`src/rtl/reg_alloc_unit.sv`:
```
// Register-block allocator: per-warp lookup table of physical register blocks,
// one block allocated or released per cycle, with a free-register counter.
module reg_alloc_unit #(
  parameter  int NUM_WARPS      = 8,
  parameter  int NUM_BLOCKS     = 16,
  parameter  int REGS_PER_BLOCK = 2,
  parameter  int LUT_DEPTH      = 4,
  parameter  int SWW            = 8,
  localparam int WW             = $clog2(NUM_WARPS),
  localparam int BW             = $clog2(NUM_BLOCKS),
  localparam int LW             = $clog2(LUT_DEPTH),
  localparam int AW             = $clog2(NUM_BLOCKS*REGS_PER_BLOCK+1),
  localparam int NW             = $clog2(LUT_DEPTH*REGS_PER_BLOCK+1)
) (
  input  logic           clk,
  input  logic           rst,
  input  logic           alloc_valid,
  output logic           alloc_ready,
  input  logic [WW-1:0]  alloc_hw_warp,
  input  logic [SWW-1:0] alloc_sw_warp,
  input  logic [NW-1:0]  alloc_nreq,
  output logic           alloc_done,
  output logic           alloc_fail,
  input  logic           exit_valid,
  output logic           exit_ready,
  input  logic [WW-1:0]  exit_warp,
  output logic           exit_done,
  input  logic [WW-1:0]  lk_warp,
  input  logic [LW-1:0]  lk_lblk,
  output logic [BW-1:0]  lk_pblk,
  output logic           lk_hit,
  output logic [SWW-1:0] lk_sw_warp,
  output logic [AW-1:0]  avail_regs
);

  localparam int NBW = NW + 1;

  typedef enum logic [1:0] {IDLE, ALLOC, DEALLOC} state_e;

  state_e               state_q, state_d;
  logic [NUM_BLOCKS-1:0] mt_q, mt_d;
  logic [LUT_DEPTH-1:0] lut_v_q [NUM_WARPS];
  logic [LUT_DEPTH-1:0] lut_v_d [NUM_WARPS];
  logic [BW-1:0]        lut_p_q [NUM_WARPS][LUT_DEPTH];
  logic [BW-1:0]        lut_p_d [NUM_WARPS][LUT_DEPTH];
  logic [NUM_WARPS-1:0] alloc_q, alloc_d;
  logic [SWW-1:0]       sw_q [NUM_WARPS];
  logic [SWW-1:0]       sw_d [NUM_WARPS];
  logic [AW-1:0]        avail_q, avail_d;
  logic [WW-1:0]        warp_q, warp_d;
  logic [NBW-1:0]       nblk_q, nblk_d;
  logic [LW-1:0]        k_q, k_d;
  logic                 alloc_done_q, alloc_done_d;
  logic                 alloc_fail_q, alloc_fail_d;
  logic                 exit_done_q, exit_done_d;

  logic [NBW-1:0]       nblk_c;
  logic [BW-1:0]        free_idx;
  logic                 free_found;

  always_ff @(posedge clk) begin
    if (rst) begin
      state_q <= IDLE;
      mt_q    <= '0;
      alloc_q <= '0;
      avail_q <= AW'(NUM_BLOCKS*REGS_PER_BLOCK);
      warp_q  <= '0;
      nblk_q  <= '0;
      k_q     <= '0;
      alloc_done_q <= 1'b0;
      alloc_fail_q <= 1'b0;
      exit_done_q  <= 1'b0;
      for (int unsigned w = 0; w < NUM_WARPS; w++) begin
        lut_v_q[w] <= '0;
        sw_q[w]    <= '0;
        for (int unsigned l = 0; l < LUT_DEPTH; l++) lut_p_q[w][l] <= '0;
      end
    end else begin
      state_q <= state_d;
      mt_q    <= mt_d;
      lut_v_q <= lut_v_d;
      lut_p_q <= lut_p_d;
      alloc_q <= alloc_d;
      sw_q    <= sw_d;
      avail_q <= avail_d;
      warp_q  <= warp_d;
      nblk_q  <= nblk_d;
      k_q     <= k_d;
      alloc_done_q <= alloc_done_d;
      alloc_fail_q <= alloc_fail_d;
      exit_done_q  <= exit_done_d;
    end
  end

  always_comb begin
    state_d = state_q;
    mt_d    = mt_q;
    lut_v_d = lut_v_q;
    lut_p_d = lut_p_q;
    alloc_d = alloc_q;
    sw_d    = sw_q;
    avail_d = avail_q;
    warp_d  = warp_q;
    nblk_d  = nblk_q;
    k_d     = k_q;
    alloc_done_d = 1'b0;
    alloc_fail_d = 1'b0;
    exit_done_d  = 1'b0;

    nblk_c = NBW'((int'(alloc_nreq) + REGS_PER_BLOCK - 1) / REGS_PER_BLOCK);

    free_idx   = '0;
    free_found = 1'b0;
    for (int unsigned i = 0; i < NUM_BLOCKS; i++) begin
      if (!mt_q[i] && !free_found) begin
        free_idx   = BW'(i);
        free_found = 1'b1;
      end
    end

    unique case (state_q)
      IDLE: begin
        // Exit wins over a simultaneous allocation request.
        if (exit_valid) begin
          warp_d  = exit_warp;
          k_d     = '0;
          state_d = DEALLOC;
        end else if (alloc_valid) begin
          if (nblk_c == '0) begin
            alloc_done_d = 1'b1;
          end else if (int'(nblk_c) > LUT_DEPTH ||
                       int'(nblk_c) * REGS_PER_BLOCK > int'(avail_q) ||
                       alloc_q[alloc_hw_warp]) begin
            alloc_fail_d = 1'b1;
          end else begin
            warp_d                = alloc_hw_warp;
            nblk_d                = nblk_c;
            sw_d[alloc_hw_warp]   = alloc_sw_warp;
            alloc_d[alloc_hw_warp] = 1'b1;
            k_d                   = '0;
            state_d               = ALLOC;
          end
        end
      end
      ALLOC: begin
        mt_d[free_idx]          = 1'b1;
        lut_v_d[warp_q][k_q]    = 1'b1;
        lut_p_d[warp_q][k_q]    = free_idx;
        k_d                     = k_q + LW'(1);
        avail_d                 = avail_q - AW'(REGS_PER_BLOCK);
        if (int'(k_q) == int'(nblk_q) - 1) begin
          state_d      = IDLE;
          alloc_done_d = 1'b1;
        end
      end
      DEALLOC: begin
        if (lut_v_q[warp_q][k_q]) begin
          mt_d[lut_p_q[warp_q][k_q]] = 1'b0;
          lut_v_d[warp_q][k_q]       = 1'b0;
          avail_d                    = avail_q + AW'(REGS_PER_BLOCK);
        end
        k_d = k_q + LW'(1);
        // Every LUT slot is visited regardless of how many were in use.
        if (int'(k_q) == LUT_DEPTH - 1) begin
          alloc_d[warp_q] = 1'b0;
          state_d         = IDLE;
          exit_done_d     = 1'b1;
        end
      end
      default: state_d = IDLE;
    endcase
  end

  always_comb begin
    alloc_ready = (state_q == IDLE) && !exit_valid;
    exit_ready  = (state_q == IDLE);
    alloc_done  = alloc_done_q;
    alloc_fail  = alloc_fail_q;
    exit_done   = exit_done_q;
    avail_regs  = avail_q;
    lk_hit      = lut_v_q[lk_warp][lk_lblk];
    lk_pblk     = lk_hit ? lut_p_q[lk_warp][lk_lblk] : '0;
    lk_sw_warp  = sw_q[lk_warp];
  end

endmodule

```
`config.mk`:
```
export PLATFORM = sky130hd
export DESIGN_NAME = reg_alloc_unit
export DESIGN_NICKNAME = d
export VERILOG_FILES = /design/src/rtl/reg_alloc_unit.sv
export SDC_FILE = /design/constraint.sdc
export NUM_CORES = 1
export LEC_CHECK = 0
export BUFFER_PORTS_ARGS = -buffer_cell sky130_fd_sc_hd__buf_2
export CORE_MARGIN = 1.5
export CORE_UTILIZATION = 60
export CTS_BUF_LIST = sky130_fd_sc_hd__clkbuf_16
export CTS_CLUSTER_SIZE = 20
export DETAILED_ROUTE_END_ITERATION = 10
export PLACE_DENSITY = 0.78
export RECOVER_POWER = 25
export SLEW_MARGIN = 20
export SYNTH_ARGS = -nofsm -noshare
export SYNTH_HDL_FRONTEND = slang
export SYNTH_SLANG_ARGS = --single-unit
```
`constraint.sdc`:
```
create_clock -name clk -period 4.5 [get_ports clk]
set_input_delay 0.225 -clock clk [delete_from_list [all_inputs] [get_ports clk]]
set_output_delay 0.225 -clock clk [all_outputs]
set_load 0.1 [all_outputs]
```
# After elaboration in Yosys (flattened, before gate mapping)
# Cells that the tools add are included.
# W data, S select, Z words.
# word_totals
reg_bits	269
input_bits	27
output_inout_bits	24
# classes
n_addsub	7
magnitude_cmp	21
eq_ne	16
muxes	113
bitwise_logic	21
n_reduce_logical	71
# op_table
cell	count
$bwmux W128	1
$mux W4	25
$bmux W16 S3	2
$mux W16	6
$bwmux W64	1
$mux W8	8
$pmux W32 S2	1
$demux W16 S3	1
$and A32 B32 Y32	1
$mux W32	1
$not A32 Y32	1
$or A32 B32 Y32	1
$pmux W16 S2	1
$logic_not A1 Y1	30
$mux W1	30
$bmux W4 S3	2
$bmux W8 S3	1
$demux W8 S3	1
$logic_and A1 B1 Y1	24
$mux W2	10
$ne A2 B2 Y1 const B	9
$and A16 B16 Y16	1
$bmux W4 S2	2
$not A16 Y16	1
other kinds (54)	88

# Longest topological paths before layout
# Gate-level depths: netlist of run 1.
# logic_depth
ltp_word	51
mapped_depth	12
depth_no_buf	10

# Worst setup path before layout of run 1
# OpenSTA, ideal clock, no wires.
# synth_path
kind	reg2reg
from	reg state_q[1]
to	reg sw_q[10] (netlist name)
t_arrival_ps	3276
t_required_ps	4372
path_slack_ps	1096
path_stages_with_launch	10
n_path_buf	1
synth_period_minus_slack_ps	3404
cell_sequence	dfxtp_1 inv_1 ha_1 nand2b_1 inv_1 nand3_1 or4_1 buf_2 mux2i_1 nor2_1
# synth_between
elab_chain_cells	2
# synth_lines
element	line_no	source
start, declared	40	state_e state_q, state_d;
start signal, assigned	79	state_q <= state_d;
$logic_not A2 Y1	-	
via exit_ready	25	output logic exit_ready,
$reduce_and A5 Y1 (no line)	-	
end signal, assigned	84	sw_q <= sw_d;
end, declared	47	logic [SWW-1:0] sw_q [NUM_WARPS];
# The timed path passes the listed nets, and every way through them passes these cells.
# A chain may end at the register's enable or synchronous reset.

# Worst setup path in the final report of run 1
# layout_path
from	reg warp_q[1]
to	reg mt_q[13]
# layout_between
elab_chain_cells	15
# layout_lines
element	line_no	source
start, declared	50	logic [WW-1:0] warp_q, warp_d;
start signal, assigned	86	warp_q <= warp_d;
$not A3 Y4 (implied by the code) (*)	157, 158	
$bmux W16 S3	158	mt_d[lut_p_q[warp_q][k_q]] = 1'b0;
$mux W16 (implied by the code) (2 in a row)	158	
$bmux W4 S2	158	
$mux W4 (implied by the code) (2 in a row)	158	
$lt A4 B5 Y1 (implied by the code) / $ge A4 B1 Y1 (equally long branches)	158	
$logic_and A1 B1 Y1 (implied by the code)	158	
$mux W1 (implied by the code)	158	
$demux W1 S4	158	
$not A16 Y16 (no line)	-	
$and A16 B16 Y16 (no line)	-	
$mux W16	157	if (lut_v_q[warp_q][k_q]) begin
$pmux W16 S2	121	unique case (state_q)
end signal, assigned	80	mt_q <= mt_d;
end, declared	41	logic [NUM_BLOCKS-1:0] mt_q, mt_d;
# Every way passes the cells marked *; elsewhere a longest branch is shown, timed or not. The select of a mux whose other input is x is not followed.

==> impl_results.md, run 1 <==
- Max Freq: roughly 260 MHz
- Worst vdd ir: approximately 0.35 mV
- Worst-path clk slew: approximately 0.060 ns
- Worst-Skew Late Latency: approximately 0.54 ns
- Crit-path cells: clkbuf_1 > nor2b_1 > a221oi_1 > nor2_1 > o311ai_2 > nand2_2 > nor4_1 > o22ai_1
- Total CTS buffers: 28
- XOR/XNOR Fraction of Synth Area: 0.00493
- Setup repair bufs after CTS: 0
- Slowest stage cell, crit path: dfxtp_2
- Arr. time, crit path: 4.26 ns
- Largest family of logic cells by synthesized area: compound AO/OA/AOI/OAI gates
- Total grt overflow: 0
- Post-DP HPWL: between 20 and 30 mm
- CTS Root Cell: clkbuf_16
- Final Setup Violations: 0
- Worst path required time: roughly 4.9 ns
- Pwr Density: a little under 400 mW/mm^2
- Register bit total from synthesis: 267
- Compound-Gate Fraction of Synth Area: 0.201
- Post-Synth Adder-Cell Area: 0.0164
- Synthesized area per cell: between 9 and 10 um^2
- Drt pass-1 iters: 5
- Final Worst Setup Slack: 0.638 ns
- CTS tree: built
- Initial antenna violation count: 2
- Biggest area consumer among synthesized cells: dfxtp_1
- Syn_nets: around 1.6k
- RSZ-0062 raised after global routing: no
- DR vias: around 12k
- Wire per inst: 22.2 um
- Lkg Pwr: about 5.3 nW
- Outcome: completed
- Final ANT Viol Nets: 0
- Startpoint types: flop
- Synth Area in Simple Gates: 0.160
- Die width: around 160 um
- Portion of total power attributed to sequential cells: 0.418
- Share of layout cells above drive strength 1: 0.151
- Fin crit share: 0.858
- Worst Setup Path Type: reg2reg
- Seq/Total Area, Yosys: 0.376
- Die Ht: 157 um
- Switch share: 0.312
- IO Count: ~50
- Worst Hold Margin: roughly 0.013 ns
- Synth top area share: 0.376
- Clock Skews: between 0.01 and 0.015 ns
- Final wirelength: 40.8 mm
- GRT Overall Usage: 0.334
- Final Max Tran Viols: 0
- Fin crit period: 3.86 ns
- First-pass GRT wire length: between 60 and 70 mm
- Hold path start: alloc_sw_warp[3]
- Hold buffers post-CTS: 3
- Final cell count without fillers: approximately 1.8k
- Number of port buffers: 49
- Placed insts: roughly 1.8k
- Post-route DRC: 0
- Initial DRC count: between 1.5k and 2k
- Worst-Margin Slew: between 1 and 1.5 ns
- Capturing point of the worst reg2reg path: mt_q[13]
- Max-cap violations: 0
- Clk sinks: 267
- GPL Wtd Cong: slightly above 0.9
- Top FF cell, synth: dfxtp_1
- Initial core utilization: 0.609
- Post-CTS sizing: 0
- DIE AREA: between 0.02 and 0.025 mm^2
- Critical path fanouts, max: 25
- Hold endpoint: sw_q[59]
- H-tree depth: 1
- Vias in the first global route: 11.9k
- Mux cell area share after synthesis: 0.187
- Yosys warns: 0
- Final Hold Vio Count: 0
- Reg2reg path depth: 8
- Nets: about 1.5k
- Hold Crit Depth: 3
- Number of synthesized flops with an enable pin: 0
- R2r setup slk: 0.64 ns
- Core ar.: 0.0233 mm^2
- Synthesized area: ~0.014 mm^2
- Vias/cell: 6.78
- Final setup TNS: 0 ns
- Post-synth cell types: approximately 90
- Largest stage delay, worst path: about 0.8 ns
- Pre-CTS setup slack: roughly 1.3 ns
- Ys async rst share: 0
- Critical Path Sink Type: flop
- Internal: ~4 mW
- Relative slew margins: 0.105
- Hold WC Path Type: in2reg
- Synthesis-to-layout area growth: 7.97%
- Synth top area cells: dfxtp_1 38%, mux4_2 13%, a211oi_1 7.6%
- Cells after synthesis: between 1.5k and 2k
- Switch Pwr: about 1.9 mW
- Logic pwr share: 0.200
- Row cnt: 56
- Clock Tree Buf Depth: 3
- Worst r2r src: warp_q[1]
- Clk pwr share: 0.381
- Largest net degree at the start of global routing: 95
## worst max-delay path by stage
stage / depth (start not counted) / slack (ns) / startpoint / endpoint
after CTS: 7 / 1.17 / warp_q[1] / mt_q[14]
after global placement: 7 / 1.26 / warp_q[1] / mt_q[13]
after global routing: 8 / 0.46 / warp_q[1] / mt_q[5]
after floorplan: 9 / 1.10 / state_q[1] / sw_q[10]
final: 8 / 0.64 / warp_q[1] / mt_q[13]
after detailed placement: 7 / 1.26 / warp_q[1] / mt_q[14]
## cell type report
class,count,area [um^2]
clock inverters,21,164
flip-flops and latches,267,5350
repair buffers,75,463
diodes,1,2.50
well taps,319,399
inverters,33,124
multi-input cells,1095,8130
clock buffers,29,726
fillers,1875,7980
## power by group through the flow
stage	Clock, mW	Combinational [mW]	Sequential, mW
6_report	2.26	1.19	2.48
5_1_grt	2.38	1.25	2.49
4_1_cts	2.28	1.17	2.48
3_5_place_dp	0	1.15	2.53
3_3_place_gp	0	1.14	2.53
2_1_floorplan	0	0.861	2.56
## critical path, delay by kind of cell (launching register included)
kind            cells  cell delay (ns)
compound gates      3             1.00
buf+inv             1             0.72
flops               1             0.80
simple gates        4             1.20
## synth_stat cells (5+ instances only)
| master | n |
|---|---|
| mux2i_1 | 57 |
| nand2_1 | 79 |
| mux2_1 | 7 |
| buf_6 | 12 |
| o22ai_1 | 8 |
| a22oi_1 | 9 |
| o21ai_1 | 10 |
| nor2b_1 | 12 |
| mux4_2 | 79 |
| inv_1 | 29 |
| nor2_1 | 249 |
| dfxtp_1 | 267 |
| clkbuf_1 | 86 |
| xor2_1 | 5 |
| buf_4 | 6 |
| and3b_1 | 6 |
| nand3_1 | 53 |
| nand2b_1 | 12 |
| ha_1 | 17 |
| a211oi_1 | 143 |
| o21ai_0 | 50 |
| mux2_2 | 18 |
| a31oi_1 | 20 |
| nor3_1 | 13 |
| buf_2 | 21 |
| or3_1 | 10 |
| buf_1 | 8 |
| and3_1 | 7 |
| and2_1 | 8 |
| a21oi_1 | 102 |
| a221oi_1 | 19 |
| nand4_1 | 7 |
## cells in the final DEF, fill, tap and decap left out, types with 5 or more instances in the layout
| cell type | count |
|---|---|
| ha_1 | 17 |
| inv_1 | 36 |
| nand3_1 | 53 |
| a211oi_1 | 143 |
| nand4_1 | 7 |
| or3_1 | 10 |
| buf_4 | 20 |
| nor2_1 | 248 |
| mux2_2 | 18 |
| mux2_1 | 7 |
| clkbuf_1 | 11 |
| mux2i_1 | 57 |
| a221oi_1 | 19 |
| a31oi_1 | 19 |
| a21oi_1 | 102 |
| nand2b_1 | 12 |
| o22ai_1 | 8 |
| a22oi_1 | 9 |
| nand2_1 | 79 |
| clkinv_1 | 8 |
| xor2_1 | 5 |
| dfxtp_1 | 265 |
| o21ai_1 | 8 |
| o21ai_0 | 51 |
| mux4_2 | 79 |
| and3b_1 | 6 |
| nor2b_1 | 13 |
| and3_1 | 7 |
| clkbuf_16 | 29 |
| and2_0 | 5 |
| buf_2 | 38 |
| nor3_1 | 13 |
## through the flow
stage	cell area, um^2	util	power [mW]
global placement	14500	0.619	3.67
CTS	15400	0.659	5.93
finish	15400	0.658	5.94
floorplan	14200	-	3.42
detailed placement	14500	0.619	3.69
global route	15400	0.658	6.12
## layer usage
metal	routed length, um	up-vias	GRT usage
met2	18300	723	0.508
met4	1270	2	0.112
met3	4470	121	0.0710
li1	-	5627	-
met1	16800	6003	0.474
met5	13	-	0
## kinds of logic (layout without fill, tap and decap cells)
kind of cell	count (synthesis)	after routing
adders and majority gates	18	18
muxes	163	163
buffers and inverters	168	158
and+or+nand+nor	487	487
xor gates and xnor gates	8	8
DFF	267	267
other	1	2
AOI/OAI and AO/OA	418	418
Note: power is estimated with default switching activity, not from simulation.
==> run 2: changes to the inputs <==
- CORE_UTILIZATION: 60 -> 30
- PLACE_DENSITY: 0.78 -> not set
==> impl_results.md, run 2 (same netlist as run 1, synthesis figures left out) <==
- Outcome: finished with violations
- Failing checks: design-rule violations, max-capacitance violations, max-slew violations
- Clock Skews: 0.0127 ns (+0.00223 ns)
- First-pass GRT wire length: 69.0 mm (+6.5%)
- Pwr Density: 380 mW/mm^2 (-1.7%)
- IO Count: 51 (unchanged)
- Total CTS buffers: 29 (+3.6%)
- Relative slew margins: -0.0277 (-0.133)
- Worst-path clk slew: 0.07 ns (about the same)
- Delay-heaviest family, CP: buffers and inverters
- Arr. time, crit path: 3.53 ns (-0.73 ns)
- Final setup TNS: 0 ns (unchanged)
- Portion of total power attributed to sequential cells: 0.419 (about the same)
- Worst vdd ir: 0.263 mV (-26%)
- DR vias: 12.2k (-2.1%)
- Placed insts: 2,073 (+16%)
- Critical path buffers and inverters: 3 (+2)
- Largest stage delay, worst path: 1.18 ns (+0.38 ns)
- GRT Overall Usage: 0.178 (-0.156)
- Switch Pwr: 1.93 mW (+4.2%)
- Fin crit share: 0.834 (-0.0238)
- RSZ-0062 raised after global routing: no
- Initial DRC count: 1,302 (-17%)
- Nets: 1,549 (+0.26%)
- Final Setup Violations: 0 (unchanged)
- Number of port buffers: 49 (unchanged)
- Final cell count without fillers: 2,134 (+16%)
- Total power: 5.97 mW (+0.57%)
- Clock Tree Buf Depth: 3 (unchanged)
- Post-route DRC: 8 (+8)
- Final Max Tran Viols: 49 (+49)
- Max-cap violations: 1 (+1)
- Startpoint types: input pin
- H-tree depth: 1 (unchanged)
- GPL Wtd Cong: 0.907 (-0.80%)
- Die width: 221 um (+41%)
- Most common cell after layout, fill and taps aside: dfxtp_1
- Final wirelength: 43.3 mm (+6.1%)
- Post-DP HPWL: 28.9 mm (+6.7%)
- Crit-path cells: buf_2 > clkbuf_2 > mux4_2 > mux4_2 > mux2i_1 > nor2_1 > buf_2
- Clk sinks: 267 (unchanged)
- Hold WC Path Type: in2reg
- Synthesis-to-layout area growth: 10.5%
- Final ANT Viol Nets: 0 (unchanged)
- Row cnt: 79 (+41%)
- Vias in the first global route: 11.7k (-1.3%)
- Clk pwr share: 0.384 (+0.003)
- Slowest stage cell, crit path: clkbuf_2
- Core ar.: 0.0467 mm^2 (+100%)
- Largest net degree at the start of global routing: 98 (+3.2%)
- Commonest cells after routing, fill and taps aside: 265 x dfxtp_1, 248 x nor2_1, 143 x a211oi_1
- Worst path required time: 4.28 ns (-0.62 ns)
- Logic pwr share: 0.197 (-0.003)
- Initial core utilization: 0.305 (-0.305)
- Internal: 4.04 mW (-1.1%)
- Lkg Pwr: 5.24 nW (-0.29%)
- Switch share: 0.324 (+0.0114)
- Setup repair bufs after CTS: 0 (unchanged)
- CTS Root Cell: clkbuf_16
- Worst-Skew Late Latency: 0.56 ns (+0.02 ns)
- CTS tree: built
- Initial antenna violation count: 0 (-2)
- Worst-Margin Slew: 1.54 ns (+0.199 ns)
- Critical path fanouts, max: 48 (+92%)
- Worst Setup Path Type: in2out
- Die Ht: 221 um (+41%)
- Max Freq: 266 MHz (+2.9%)
- Share of layout cells above drive strength 1: 0.151 (about the same)
- Wire per inst: 20.3 um (-8.5%)
- Total grt overflow: 0 (unchanged)
- Final Hold Vio Count: 0 (unchanged)
- DIE AREA: 0.0487 mm^2 (+98%)
- Fin crit period: 3.76 ns (-0.107 ns)
- Vias/cell: 5.72 (-16%)
- Drt pass-1 iters: 8 (+3)
- Critical Path Sink Type: primary output
## run 2: cell count changes in the layout (fill, tap and decap cells not counted), moves of 2 or more
cell	change
dlygate4sd3_1	+4
clkinv_2	+5
buf_12	-2
buf_2	-7
clkbuf_1	+6
clkinv_1	-3
## run 2: per-stage QoR
step                area [um^2]  setup WS [ns]   util  hold slack (ns)
floorplan                 14200           1.10      -            0.357
detailed placement        14800           1.07  0.317            0.467
global placement          14800           1.10  0.317            0.458
CTS                       15800           1.07  0.338          0.00235
global route              15700          0.607  0.337           0.0203
finish                    15700          0.745  0.337           0.0126
## run 2: layout make-up
cell class	count	area, um^2
clock buffer	29	726
clock inverter	24	171
inverter	33	124
sequential	267	5350
fill	4782	30900
tap	607	759
timing repair buffer	78	463
multi-input combinational	1095	8120
antenna	1	2.50
## run 2: layer usage
metal	up-vias	GRT usage	share of wire
met3	72	0.0293	0.071
met4	0	0.0507	0.023
met1	6019	0.255	0.45
met2	485	0.276	0.45
met5	-	0	0
li1	5637	-	-
## run 2: repair_timing
action | CTS | global route
hold endpoints to repair | 21 | 0
resized for setup | 0 | 0
hold buffers | 7 | 0
## run 2: worst paths after layout
path	start	to	slack, ns	depth (start not counted)
hold reg to reg	sw_q[6]	sw_q[6]	0.47	2
hold / removal	alloc_sw_warp[4]	sw_q[20]	0.01	3
setup reg to reg	warp_q[0]	mt_q[0]	0.87	9
setup / recovery	lk_warp[1]	lk_pblk[2]	0.74	7
## run 2: power groups by stage
stage / registers [mW] / logic, mW / clock network [mW]
global placement: 2.55 / 1.14 / 0
CTS: 2.50 / 1.16 / 2.34
floorplan: 2.56 / 0.861 / 0
finish: 2.50 / 1.17 / 2.29
detailed placement: 2.55 / 1.15 / 0
global route: 2.51 / 1.25 / 2.43
## run 2: worst min-delay path, stage by stage
cell     delay [ns]
buf_2          0.16
nand3_1        0.08
a21oi_1        0.05
==> run 3: changes to the inputs <==
- clock period: 4.5 -> 3.4 ns (I/O delays scaled with it)
==> impl_results.md, run 3 (same netlist as run 1, synthesis figures left out) <==
- Outcome: finished with violations
- Failing checks: design-rule violations
- Relative slew margins: 0.0983 (+0.126)
- Post-route DRC: 2 (-6)
- Critical path buffers and inverters: 1 (-2)
- Final setup TNS: 0 ns (unchanged)
- Total CTS buffers: 29 (unchanged)
- H-tree depth: 1 (unchanged)
- Post-DP HPWL: 31.2 mm (+8.0%)
- Wire per inst: 20.7 um (+1.8%)
- Initial DRC count: 1,174 (-9.8%)
- Initial antenna violation count: 2 (+2)
- Arr. time, crit path: 3.64 ns (+0.11 ns)
- Max-cap violations: 0 (-1)
- CTS tree: built
- Critical path fanouts, max: 16 (-67%)
- GPL Wtd Cong: 0.888 (-2.1%)
- Synthesis-to-layout area growth: 12.7%
- Die width: 221 um (unchanged)
- FF/Latch Area: 0.00535 mm^2 (unchanged)
- IO Count: 51 (unchanged)
- First-pass GRT wire length: 69.5 mm (+0.63%)
- Worst path required time: 3.88 ns (-0.40 ns)
- DIE AREA: 0.0487 mm^2 (unchanged)
- Pwr Density: 500 mW/mm^2 (+32%)
- Drt pass-1 iters: 10 (+2)
- Total power: 8.01 mW (+34%)
- Final wirelength: 44.7 mm (+3.2%)
- Crit-path cells: nand2b_1 > a21oi_1 > a211oi_1 > o21ai_0 > clkbuf_1 > a31oi_2 > nand3_1 > o22ai_1
- Clock Tree Buf Depth: 3 (unchanged)
- Nets: 1,579 (+1.9%)
- Final ANT Viol Nets: 0 (unchanged)
- Worst Setup Path Type: reg2reg
- Vias in the first global route: 11.9k (+1.5%)
- RSZ-0062 raised after global routing: no
- Die Ht: 221 um (unchanged)
- Number of port buffers: 49 (unchanged)
- Clk sinks: 267 (unchanged)
- CTS Root Cell: clkbuf_16
- Core ar.: 0.0467 mm^2 (unchanged)
- Lkg Pwr: 5.42 nW (+3.4%)
- Largest stage delay, worst path: 1.06 ns (-0.12 ns)
- Footprint of the multi-input gates: 0.00812 mm^2 (about the same)
- Share of layout cells above drive strength 1: 0.165 (+0.0146)
- Hold WC Path Type: in2reg
- Vias/cell: 5.68 (-0.77%)
- Hold buffers post-CTS: 11 (+4)
- Worst-Margin Slew: 1.35 ns (-0.193 ns)
- Max Freq: 317 MHz
- Fill cells: 4,718 (-1.3%)
- Fin crit period: roughly 3.2 ns
- Final Setup Violations: 0 (unchanged)
- Commonest cells after routing, fill and taps aside: 265 x dfxtp_1, 248 x nor2_1, 143 x a211oi_1
- Startpoint types: flop
- Setup repair bufs after CTS: 0 (unchanged)
- Worst-path clk slew: 0.06 ns (about the same)
- Fin crit share: 0.927
- Post-CTS sizing: 0 (unchanged)
- Critical Path Sink Type: flop
- GRT Overall Usage: 0.181 (+0.00209)
- Final Hold Vio Count: 0 (unchanged)
- Initial core utilization: 0.305 (unchanged)
- Most common cell after layout, fill and taps aside: dfxtp_1
- Clock Skews: 0.0190 ns (+0.00630 ns)
- Worst vdd ir: 0.326 mV (+24%)
- DR vias: 12.3k (+0.58%)
- Largest net degree at the start of global routing: 219 (+120%)
- Slowest stage cell, crit path: a31oi_2
- Delay-heaviest family, CP: compound AO/OA/AOI/OAI gates
- Total grt overflow: 0 (unchanged)
- Row cnt: 79 (unchanged)
- Worst-Skew Late Latency: 0.57 ns (about the same)
- Final Max Tran Viols: 0 (-100%)
## run 3: changes by cell type in the layout (fill, tap and decap cells not counted), sizes merged
| cell | delta |
|---|---|
| bufinv | +1 |
| dlygate4sd3 | +4 |
| clkinvlp | -2 |
| buf | +28 |
| clkbuf | -2 |
## run 3: metal layers
layer,wire [um],global-route usage
met1,18900,0.234
met2,21700,0.307
met3,2490,0.0194
met4,1640,0.0709
met5,15,0
## run 3: path summary, 6_finish.rpt
| kind | startpoint | endpoint | slack, ns | cells after the start |
|---|---|---|---|---|
| worst max-delay path | mt_q[9] | mt_q[2] | 0.25 | 8 |
| worst min-delay path | alloc_nreq[2] | nblk_q[1] | 0.05 | 4 |
| worst max register to register | mt_q[9] | mt_q[2] | 0.25 | 8 |
| worst min register to register | sw_q[21] | sw_q[21] | 0.47 | 2 |
## run 3: final cells by class
| class | instances | share of cell area |
|---|---|---|
| flip-flops and latches | 267 | 0.334 |
| repair buffers | 108 | 0.0472 |
| inverters | 33 | 0.00773 |
| clock inverters | 23 | 0.0116 |
| diodes | 1 | 0.000156 |
| well taps | 607 | 0.0474 |
| multi-input cells | 1095 | 0.507 |
| clock buffers | 29 | 0.0453 |
## run 3: stage by stage
step                      cell area [um^2]  worst slack (ns)  hold slack [ns]  std cells   util
after global routing                 16000             0.131           0.0441       2162  0.343
after CTS                            16100             0.235           0.0356       2162  0.344
after detailed placement             15000             0.370            0.466       2099  0.322
final                                16000             0.247           0.0544       2163  0.343
after floorplan                      14200             0.285            0.302       1530      -
after global placement               15000             0.423            0.457       2099  0.322
## run 3: worst register-to-register path: cells and delay by family, from the launching register on
family | cells | cell delay (ns)
buffers and inverters | 1 | 0.22
and+or+nand+nor | 2 | 0.54
DFF | 1 | 0.37
AOI/OAI and AO/OA | 5 | 1.95
## run 3: power by group
part | internal, mW | total, mW | switching [mW]
sequential | 3.18 | 3.28 | 0.0924
clock | 1.77 | 3.08 | 1.31
combinational | 0.512 | 1.65 | 1.14
